### src/rtl/cpu_core_mem.sv
// Single-issue core: PC, decoder, register file, ALU, branch/jump unit and a stalling data-memory port.
// Loads and stores park the core in MEM until MEM_BUSYWAIT drops; everything else retires in one cycle.
module cpu_core_mem #(
    parameter int DATA_W = 8,
    parameter int NREGS  = 8,
    parameter int PC_W   = 32
) (
    input  logic              CLK,
    input  logic              RESET,
    output logic [PC_W-1:0]   PC,
    input  logic [31:0]       INSTRUCTION,
    output logic              MEM_READ,
    output logic              MEM_WRITE,
    output logic [DATA_W-1:0] MEM_ADDRESS,
    output logic [DATA_W-1:0] MEM_WDATA,
    input  logic [DATA_W-1:0] MEM_RDATA,
    input  logic              MEM_BUSYWAIT,
    output logic              HALTED_STALL
);
    localparam int AW = (NREGS > 1) ? $clog2(NREGS) : 1;

    typedef enum logic {
        S_RUN = 1'b0,
        S_MEM = 1'b1
    } state_e;

    localparam logic [7:0] OP_LOADI = 8'd0;
    localparam logic [7:0] OP_MOV   = 8'd1;
    localparam logic [7:0] OP_ADD   = 8'd2;
    localparam logic [7:0] OP_SUB   = 8'd3;
    localparam logic [7:0] OP_AND   = 8'd4;
    localparam logic [7:0] OP_OR    = 8'd5;
    localparam logic [7:0] OP_J     = 8'd6;
    localparam logic [7:0] OP_BEQ   = 8'd7;
    localparam logic [7:0] OP_LWD   = 8'd8;
    localparam logic [7:0] OP_LWI   = 8'd9;
    localparam logic [7:0] OP_SWD   = 8'd10;
    localparam logic [7:0] OP_SWI   = 8'd11;
    localparam logic [7:0] OP_BNE   = 8'd12;

    state_e            state_q, state_d;
    logic [PC_W-1:0]   pc_q, pc_d;
    logic [DATA_W-1:0] regs_q [NREGS];
    logic              mem_read_q, mem_read_d;
    logic              mem_write_q, mem_write_d;
    logic [DATA_W-1:0] mem_addr_q, mem_addr_d;
    logic [DATA_W-1:0] mem_wdata_q, mem_wdata_d;
    logic [AW-1:0]     ld_rd_q, ld_rd_d;

    logic              reg_we;
    logic [AW-1:0]     reg_waddr;
    logic [DATA_W-1:0] reg_wdata;

    logic [7:0]        opcode;
    logic [AW-1:0]     rd_idx, rs1_idx, rs2_idx;
    logic [DATA_W-1:0] rs1_val, rs2_val, imm_ext, diff;
    logic [PC_W-1:0]   pc_plus4, br_target;

    assign opcode    = INSTRUCTION[31:24];
    assign rd_idx    = AW'(INSTRUCTION[23:16]);
    assign rs1_idx   = AW'(INSTRUCTION[15:8]);
    assign rs2_idx   = AW'(INSTRUCTION[7:0]);
    assign rs1_val   = regs_q[rs1_idx];
    assign rs2_val   = regs_q[rs2_idx];
    assign imm_ext   = DATA_W'($signed(INSTRUCTION[7:0]));
    assign diff      = rs1_val - rs2_val;
    assign pc_plus4  = pc_q + PC_W'(4);
    assign br_target = pc_plus4 + (PC_W'($signed(INSTRUCTION[23:16])) << 2);

    always_comb begin
        state_d     = state_q;
        pc_d        = pc_q;
        mem_read_d  = mem_read_q;
        mem_write_d = mem_write_q;
        mem_addr_d  = mem_addr_q;
        mem_wdata_d = mem_wdata_q;
        ld_rd_d     = ld_rd_q;
        reg_we      = 1'b0;
        reg_waddr   = rd_idx;
        reg_wdata   = '0;
        case (state_q)
            S_RUN: begin
                pc_d = pc_plus4;
                case (opcode)
                    OP_LOADI: begin reg_we = 1'b1; reg_wdata = imm_ext;           end
                    OP_MOV:   begin reg_we = 1'b1; reg_wdata = rs2_val;           end
                    OP_ADD:   begin reg_we = 1'b1; reg_wdata = rs1_val + rs2_val; end
                    OP_SUB:   begin reg_we = 1'b1; reg_wdata = diff;              end
                    OP_AND:   begin reg_we = 1'b1; reg_wdata = rs1_val & rs2_val; end
                    OP_OR:    begin reg_we = 1'b1; reg_wdata = rs1_val | rs2_val; end
                    OP_J:     pc_d = br_target;
                    OP_BEQ:   if (diff == '0) pc_d = br_target;
                    OP_BNE:   if (diff != '0) pc_d = br_target;
                    OP_LWD, OP_LWI: begin
                        // The destination is captured now because INSTRUCTION is not trusted during MEM.
                        pc_d       = pc_q;
                        state_d    = S_MEM;
                        mem_read_d = 1'b1;
                        ld_rd_d    = rd_idx;
                        mem_addr_d = (opcode == OP_LWD) ? rs2_val : imm_ext;
                    end
                    OP_SWD, OP_SWI: begin
                        pc_d        = pc_q;
                        state_d     = S_MEM;
                        mem_write_d = 1'b1;
                        mem_wdata_d = rs1_val;
                        mem_addr_d  = (opcode == OP_SWD) ? rs2_val : imm_ext;
                    end
                    default: ;
                endcase
            end
            S_MEM: begin
                if (!MEM_BUSYWAIT) begin
                    if (mem_read_q) begin
                        reg_we    = 1'b1;
                        reg_waddr = ld_rd_q;
                        reg_wdata = MEM_RDATA;
                    end
                    mem_read_d  = 1'b0;
                    mem_write_d = 1'b0;
                    pc_d        = pc_plus4;
                    state_d     = S_RUN;
                end
            end
            default: ;
        endcase
    end

    always_ff @(posedge CLK) begin
        if (RESET) begin
            state_q     <= S_RUN;
            pc_q        <= '0;
            mem_read_q  <= 1'b0;
            mem_write_q <= 1'b0;
            mem_addr_q  <= '0;
            mem_wdata_q <= '0;
            ld_rd_q     <= '0;
            for (int i = 0; i < NREGS; i++) regs_q[i] <= '0;
        end else begin
            state_q     <= state_d;
            pc_q        <= pc_d;
            mem_read_q  <= mem_read_d;
            mem_write_q <= mem_write_d;
            mem_addr_q  <= mem_addr_d;
            mem_wdata_q <= mem_wdata_d;
            ld_rd_q     <= ld_rd_d;
            if (reg_we) regs_q[reg_waddr] <= reg_wdata;
        end
    end

    assign PC           = pc_q;
    assign MEM_READ     = mem_read_q;
    assign MEM_WRITE    = mem_write_q;
    assign MEM_ADDRESS  = mem_addr_q;
    assign MEM_WDATA    = mem_wdata_q;
    assign HALTED_STALL = (state_q == S_MEM);
endmodule

### config.mk
export PLATFORM = sky130hd
export DESIGN_NAME = cpu_core_mem
export DESIGN_NICKNAME = d
export VERILOG_FILES = /design/src/rtl/cpu_core_mem.sv
export SDC_FILE = /design/constraint.sdc
export NUM_CORES = 1
export LEC_CHECK = 0
export ABC_AREA = 1
export CAP_MARGIN = 30
export CORE_MARGIN = 8
export CORE_UTILIZATION = 40
export CTS_BUF_LIST = sky130_fd_sc_hd__clkbuf_2 sky130_fd_sc_hd__clkbuf_4 sky130_fd_sc_hd__clkbuf_8
export DETAILED_ROUTE_END_ITERATION = 7
export PLACE_DENSITY_LB_ADDON = 0.3
export SYNTH_ARGS = -nofsm -noshare
export SYNTH_HDL_FRONTEND = slang
export SYNTH_SLANG_ARGS = --single-unit
### constraint.sdc
create_clock -name CLK -period 5.18 [get_ports CLK]
set_input_delay 0.518 -clock CLK [delete_from_list [all_inputs] [get_ports CLK]]
set_output_delay 0.518 -clock CLK [all_outputs]
set_load 0.01 [all_outputs]
# Word level (Yosys, flattened, before mapping)
# Memory sizes are Yosys's and may differ from the RTL's.
# Index checks and enable logic that the tools add are counted.
# totals
register_bits	54
ramBits	64
memories	1
inputBits	43
# memory_table
name	depth	width	read_ports	rd_ports_with_merged_regs	wr	line_no	rtl
regs_q	8	8	2	0	8	43	logic [DATA_W-1:0] regs_q [NREGS];
# op_classes
n_addsub	4
reduce_logical	15
mux	35
eq_ne	16
bitwise	3
# ops
cell	n
one-hot mux 32 bit (4 select lines)	1
2-to-1 mux 32 bit	3
one-hot mux 32 bit (2 select lines)	1
one-hot mux 8 bit (6 select lines)	1
equality test 8 x 4 -> 1 bit, second input constant	5
2-to-1 mux 8 bit	5
adder 32 x 3 -> 32 bit, second input constant	1
adder 32 bit	1
equality test 8 x 3 -> 1 bit, second input constant	4
one-hot mux 8 bit (2 select lines)	2
equality test 8 x 2 -> 1 bit, second input constant	2
logical NOT 8 bit	2
2-to-1 mux 1 bit	14
2-to-1 mux 3 bit	4
AND reduction 2 bit	6
adder 8 bit	1
AND 8 bit	1
equality test 8 x 1 -> 1 bit, second input constant	1
bitwise OR 8 bit	1
one-hot mux 1 bit (2 select lines)	4
nonzero test 8 bit	1
OR reduction 8 bit	1
subtractor 8 bit	1
OR reduction 6 bit	1
6 further kinds	9

# Longest topological paths before layout
# Gate-level depths: netlist of run 1.
# depth
depth_word	9
ltp_mapped	26

# Worst setup path before layout of run 1
# Ideal clock, no wire load.
# synth_timing
kind	input -> register
start	input port INSTRUCTION[8]
end	register pc_q[12] (netlist: PC[12])
arrival_time_ns	3.560
path_stages	20
setup_slack_ns	1.512
path_buffers	3
t_required_ns	5.071
path_cell_list	clkbuf_1 clkbuf_1 o21ai_0 o21ai_0 inv_1 o21ai_0 inv_1 fa_1 xor2_1 nor3_1 nand3_1 nor2_1 nand2_1 nand2_2 nand3_4 buf_2 nand3_1 nand3_1 nand2_1 inv_1
# synth_via
elab_chain_cells	6
# synth_lines
item	line_no	rtl
from (decl)	11	input logic [31:0] INSTRUCTION,
memory (8 x 8 bit) (*)	-	
via rs1_val[1]	56	logic [DATA_W-1:0] rs1_val, rs2_val, imm_ext, diff;
subtractor 8 bit (*)	66	assign diff = rs1_val - rs2_val;
nonzero test 8 bit or logical NOT 8 bit (tied branches)	93, 92	
2-to-1 mux 32 bit (on tied branches)	93, 92	
one-hot mux 32 bit (4 select lines) (*)	84	case (opcode)
one-hot mux 32 bit (2 select lines) (*)	81	case (state_q)
to (signal assigned)	141	pc_q <= pc_d;
to (decl)	42	logic [PC_W-1:0] pc_q, pc_d;
# The timed path passes the listed nets; every way through them passes the cells marked *.
# A chain may end at the register's enable or synchronous reset.

# Worst setup path in the final report of run 1
# layout_timing
start	input port INSTRUCTION[1]
end	register pc_q[25] (netlist: PC[25])
# layout_via
elab_chain_cells	6
# layout_lines
item	line_no
memory (8 x 8 bit) (*)	-
subtractor 8 bit (*)	66
nonzero test 8 bit or logical NOT 8 bit (tied branches)	93, 92
2-to-1 mux 32 bit (on tied branches)	93, 92
one-hot mux 32 bit (4 select lines) (*)	84
one-hot mux 32 bit (2 select lines) (*)	81
# Mark *: on every way between the ends. The rest lies on a longest branch, timed or not.

==> results_dict.tcl, run 1 <==
set metrics [dict create \
    wl_per_cell_um 17.6 \
    yosys-top-cells-count "345 x nand2_1, 188 x inv_1, 162 x o21ai_0" \
    crit_required_ps 5520 \
    globalplace.congestion 0.978 \
    ctsHoldBuffers 0 \
    layout_worst_path_cycle_share 0.801 \
    critical_path.startpoint_type "input port" \
    antenna_violating_nets_post_route 0 \
    clock_tree_from_tritoncts "yes" \
    timing_worst_setup_path_type "in2reg" \
    yosysMostFrequentCell "nand2_1" \
    worst-path-max-fanout 24 \
    max-clock-path-buffers 2 \
    finalSetupViolations 0 \
    power.share.sequential 0.413 \
    grt_max_degree 51 \
    p_int_mw 1.60 \
    first_iter_violations 948 \
    diodes 0 \
    path_cells "clkdlybuf4s50_1, buf_4, o21ai_0, o211ai_1, nand2_1, ha_1, nor2_1, nand3_1, nand4_1, nand2_1, nor2_1, nand3_1, nand3_4, nand2_4, nand2_1, nand2_1, nor2_1, nor2_1" \
    die_y_um 173 \
    outcome "finished, final reports clean" \
    final_layout_size_suffix_gt1_frac 0.0551 \
    tightestPinTransition_ps 968 \
    power.share.clock 0.347 \
    cts-buffers-inserted 17 \
    drt-total-wl_mm 33.7 \
    io_pins 94 \
    fin_nets 1687 \
    synth_enable_flop_cells 64 \
    ir_drop_mv 0.115 \
    hold_path_class "reg2reg" \
    finalClockSkew_ps 15.9 \
    slowest_stage "clkdlybuf4s50_1" \
    crit_end_category "register" \
    netlist.area_leader.share 0.194 \
    synth_area_per_cell_um2 6.62 \
    final.hold.worst_slack_ps 482 \
    layout_min_cycle_time_ps 4150 \
    post_cts.resized_instances 0 \
    post_synth_main_area_contributors "edfxtp_1 19%, nand2_1 13%, dfxtp_1 11%, o21ai_0 8.2%, a21oi_1 7.3%" \
    number_of_warnings_reported_in_the_yosys_synthesis_log 0 \
    width_of_the_chip_um 173 \
    cts.root.buffer_cell "clkbuf_8" \
    grt_util_all_layers 0.219 \
    switching_share_of_total_power 0.351 \
    post_synth_inst_count 1495 \
    htree_levels 4 \
    globalRoute.totalOverflow 0 \
    std_cell_rows 57 \
    synthArstFlopShare 0 \
    placeableCoreArea_um2 24300 \
    share_comb_of_total_power 0.240 \
    report.final.hold_viol_count 0 \
    worstPathBufferInverterCount 2 \
    netSwitchingPower_mw 0.866 \
    layout-area-overhead-vs-synth_pct 16.8 \
    synth.distinct_cells 48 \
    worst_path_dominant_cell_family "simple AND/OR/NAND/NOR gates" \
    netlist_area_um2 9890 \
    postSynth.topFlopCell "edfxtp_1" \
    leakagePower_nw 5.17 \
    worst_ep_arrival_time_ps 4490 \
    clock_sinks 116 \
    num_vias 10600 \
    grt_setup_unrepaired "false" \
    clk_latency_ps 450 \
    dr.pass1.iters 6 \
    cts.repair_timing.setup_buffer_count 0 \
    setup_total_negative_slack_ps 0 \
    flop_and_latch_count_out_of_synthesis 116 \
    fp.dieArea_um2 30000 \
    grt_antenna_before_repair 0 \
    grt_pass1_wl_mm 53.2 \
    slew_headroom 0.352 \
    grt_pass1_vias 9900 \
    achievable-frequency_mhz 241 \
    initial_core_utilization 0.407 \
    dp_hpwl_mm 25.2 \
    top_cell_type_by_total_area_after_synthesis "edfxtp_1" \
    path_clk_slew_ps 80 \
    drc 0 \
    drv_slew 0 \
    pwr_density_nw_per_um2 213 \
    slowest_stage_delay_on_critical_path_ps 910 \
    maxCapViolations 0 \
    synth_sequential_area_ratio 0.299 \
    io_buffers 86 \
    route.detailed.vias_per_inst 5.50 \
]
==> layout make-up <==
class                      instances  area [um2]
fill                            2483       12800
multi-input combinational       1137        5990
sequential                       116        2960
timing repair buffer             113        1080
inverter                         198         743
tap                              324         405
clock buffer                      17         234
clock inverter                    15         146
==> per-stage QoR <==
stage / util / setup WS, ps / instance area (um2) / power, mW / std cells
3_5_place_dp: 0.460 / 656 / 11200 / 1.62 / 1888
6_report: 0.475 / 1030 / 11600 / 2.47 / 1920
2_1_floorplan: - / 1510 / 9900 / 1.41 / 1496
3_3_place_gp: 0.459 / 729 / 11200 / 1.62 / 1887
4_1_cts: 0.475 / 1120 / 11600 / 2.47 / 1920
5_1_grt: 0.475 / 663 / 11600 / 2.60 / 1920
==> layer usage <==
layer	vias up	share of wire	GRT usage
met1	4885	0.43	0.278
met5	-	0	0
li1	5184	-	-
met2	427	0.47	0.367
met3	59	0.064	0.0314
met4	0	0.030	0.0895
==> worst reg2reg max path, stage by stage, from the launching register on <==
cell,delay (ps)
dfxtp_1,500
ha_1,250
nand2_1,60
nor2_1,410
nand2_1,200
nor3_2,220
nand3b_1,170
nor2_1,190
nand2_1,90
xor2_1,140
inv_1,80
ha_1,410
nand2_1,150
nor4_1,390
nand3_1,190
nand3_1,100
nand2_1,50
nand2_1,50
nand3b_1,100
nand3_1,90
nand2_1,90
inv_1,30
==> power by group through the flow <==
| stage | sequential [mW] | combinational, mW | clock, mW |
|---|---|---|---|
| floorplan | 1.04 | 0.377 | 0 |
| global placement | 1.04 | 0.576 | 0 |
| detailed placement | 1.04 | 0.581 | 0 |
| CTS | 1.02 | 0.585 | 0.868 |
| global route | 1.02 | 0.664 | 0.910 |
| finish | 1.02 | 0.593 | 0.855 |
==> sequential cells by signal, summed over array words and instances, names as in the netlist <==
register,count
regs_q,64
MEM_WDATA,8
MEM_ADDRESS,8
MEM_WRITE,1
HALTED_STALL,1
ld_rd_q,3
PC,30
MEM_READ,1
==> worst paths after layout <==
check	from	to	slack, ps	cells past startpoint
max	INSTRUCTION[1]	PC[25]	1030	18
min	MEM_ADDRESS[4]	MEM_ADDRESS[4]	480	2
max reg2reg	PC[2]	PC[27]	1120	21
min reg2reg	MEM_ADDRESS[4]	MEM_ADDRESS[4]	480	2
==> cells by family after synthesis <==
logic type / count (synthesis) / share of synthesized area
simple gates: 657 / 0.282
compound gates: 370 / 0.201
buf+inv: 243 / 0.0960
flops: 116 / 0.299
fa+ha+maj: 61 / 0.0794
xor+xnor: 47 / 0.0416
other cells: 1 / 0.000379
==> cells in the final DEF, fill, tap and decap left out, types with 5 or more instances in the layout <==
master and n:
inv_1 188, edfxtp_1 64, clkdlybuf4s50_1 86, and3_1 8, o21ai_0 162, nor2_2 8
clkbuf_8 17, o21bai_1 6, nand4_1 14, inv_6 6, nor4_1 9, nor3_1 12
ha_1 58, dfxtp_1 52, inv_2 9, a31oi_1 9, xnor2_1 19, o21ai_1 13
nand3_1 114, nand2_1 345, o211ai_1 14, a21oi_1 145, nand3b_1 5, nor2_1 134
buf_4 26, o22ai_1 5, xor2_1 28
Note: power is estimated with default switching activity, not from simulation.
==> run 2: changes to the inputs <==
Clock period 5.18 ns to 3.8 ns, I/O delays scaled along.
==> run 2 against run 1 <==
  * Count of clock-buffer cells in the layout unchanged
  * First-iteration DRC count decreased by 10%
  * Worst hold slack got worse by 2.1 ps
  * Sequential power increased by 36%
  * Clock power increased by 49%
  * Flip-flop and latch count unchanged
  * Worst setup slack got worse by 730 ps
  * Critical path depth increased by 4
  * Sequential share of layout area decreased by 2.1 points
  * Non-clock buffer count increased by 124
  * Routed wire length increased by 6.4%
  * Critical endpoint is now PC[30]
  * Highest routed layer unchanged
==> results_dict.tcl, run 2 (synthesis gave the netlist of run 1 again) <==
set metrics [dict create \
    grt_pass1_wl_mm 56.4 \
    worst-path-max-fanout 14 \
    share_comb_of_total_power 0.271 \
    finalSetupViolations 0 \
    diodes 0 \
    multi_input_comb_area_um2 6010 \
    clock_sinks 116 \
    placeableCoreArea_um2 24300 \
    power.share.clock 0.348 \
    maxCapViolations 0 \
    post_place_instance_area_um2 12200 \
    fp.dieArea_um2 30000 \
    initial_core_utilization 0.407 \
    dr.pass1.iters 5 \
    leakagePower_nw 5.83 \
    worst_ep_arrival_time_ps 3850 \
    std_cell_rows 57 \
    io_pins 94 \
    minimum_setup_slack_after_placement_ps -311 \
    finalClockSkew_ps 33.6 \
    mostFrequentLayoutCells "345 x nand2_1, 187 x inv_1, 162 x o21ai_0, 145 x a21oi_1, 141 x buf_4" \
    switching_share_of_total_power 0.342 \
    grt_util_all_layers 0.233 \
    dp_hpwl_mm 27.9 \
    io_buffers 86 \
    width_of_the_chip_um 173 \
    drv_slew 0 \
    cts.root.buffer_cell "clkbuf_8" \
    setup_total_negative_slack_ps 0 \
    max-clock-path-buffers 2 \
    hold_path_class "reg2reg" \
    cts-buffers-inserted 17 \
    crit_required_ps 4140 \
    num_vias 11000 \
    ir_drop_mv 0.168 \
    p_int_mw 2.39 \
    layout-area-overhead-vs-synth_pct 27.5 \
    clk_latency_ps 470 \
    drt-total-wl_mm 35.8 \
    antenna_violating_nets_post_route 0 \
    pwr_density_nw_per_um2 288 \
    htree_levels 4 \
    route.detailed.vias_per_inst 5.37 \
    grt_antenna_before_repair 0 \
    grt_setup_unrepaired "false" \
    power.share.sequential 0.381 \
    drc 0 \
    wl_per_cell_um 17.5 \
    layout_min_cycle_time_ps 3500 \
    largest_register_ff_count 64 \
    fin_nets 1811 \
    crit_end_category "register" \
    final.setup.worst_slack_ps 298 \
    critical_path.startpoint_type "input port" \
    final_layout_size_suffix_gt1_frac 0.126 \
    globalplace.congestion 0.955 \
    tightestPinTransition_ps 900 \
    clock_tree_from_tritoncts "yes" \
    finalPower_mw 3.64 \
    seq_area_um2 2960 \
    grt_pass1_vias 10400 \
    post-route-cell-area_um2 12600 \
    netSwitchingPower_mw 1.25 \
    die_y_um 173 \
    layout_worst_path_cycle_share 0.922 \
    path_clk_slew_ps 90 \
    timing_worst_setup_path_type "in2reg" \
    globalRoute.totalOverflow 0 \
    achievable-frequency_mhz 286 \
    most_frequent_standard_cell_in_the_layout_excluding_fill_and_tap_cells "nand2_1" \
    post_route_core_utilization 0.519 \
    grt_max_degree 50 \
    slew_headroom 0.395 \
    outcome "finished, final reports clean" \
    final.fill_count 2414 \
    report.final.hold_viol_count 0 \
    first_iter_violations 853 \
    max_flop_register "regs_q" \
]
-- run 2: layout make-up --
type	instances	area share
multi-input cells	1137	0.476
clock buffers	17	0.0185
well taps	324	0.0321
clock inverters	15	0.0145
inverters	198	0.0589
repair buffers	237	0.165
flip-flops and latches	116	0.235
-- run 2: worst max-delay path, cell delays in order --
cell,delay (ps)
clkdlybuf4s50_1,490
buf_6,170
buf_4,160
o21ai_0,80
o21ai_0,160
nand2_1,70
o21ai_0,110
inv_1,100
ha_1,250
fa_1,420
xor2_1,190
nor3_1,170
nand3_1,140
nor2_2,150
nand2_1,100
buf_4,150
nand2_1,70
nand3_1,160
nand2_1,120
nand2_1,50
nor2_1,110
nor2_1,50
-- run 2: final timing paths --
kind                        from             end  slack, ps  cells after the start
hold / removal    MEM_ADDRESS[4]  MEM_ADDRESS[4]        480                      2
setup reg to reg           PC[4]          PC[25]        300                     18
setup / recovery  INSTRUCTION[9]          PC[30]        300                     22
hold reg to reg   MEM_ADDRESS[4]  MEM_ADDRESS[4]        480                      2
-- run 2: per-stage QoR --
stage               hold WS, ps  cells
finish                      480   2044
global route                539   2044
CTS                         476   2044
detailed placement          463   2012
global placement            454   2012
floorplan                   449   1496
-- run 2: per-layer routing --
| metal | wire (um) | vias up | GRT usage |
|---|---|---|---|
| li1 | - | 5437 | - |
| met1 | 15400 | 5068 | 0.295 |
| met2 | 17000 | 411 | 0.395 |
| met3 | 2230 | 70 | 0.0307 |
| met4 | 1180 | 0 | 0.0934 |
| met5 | 0 | - | 0 |
-- run 2: timing repair --
item | 4_1_cts | 5_1_grt
hold buffers | 0 | 0
endpoints found under the setup margin | 0 | 31
gates resized for setup | 0 | 12
buffers inserted | 0 | 0
-- run 2: power by group through the flow --
stage	logic [mW]	registers [mW]	clock network, mW
floorplan	0.514	1.41	0
global placement	0.965	1.41	0
detailed placement	0.967	1.41	0
CTS	0.974	1.39	1.29
global route	1.09	1.39	1.34
finish	0.986	1.39	1.27
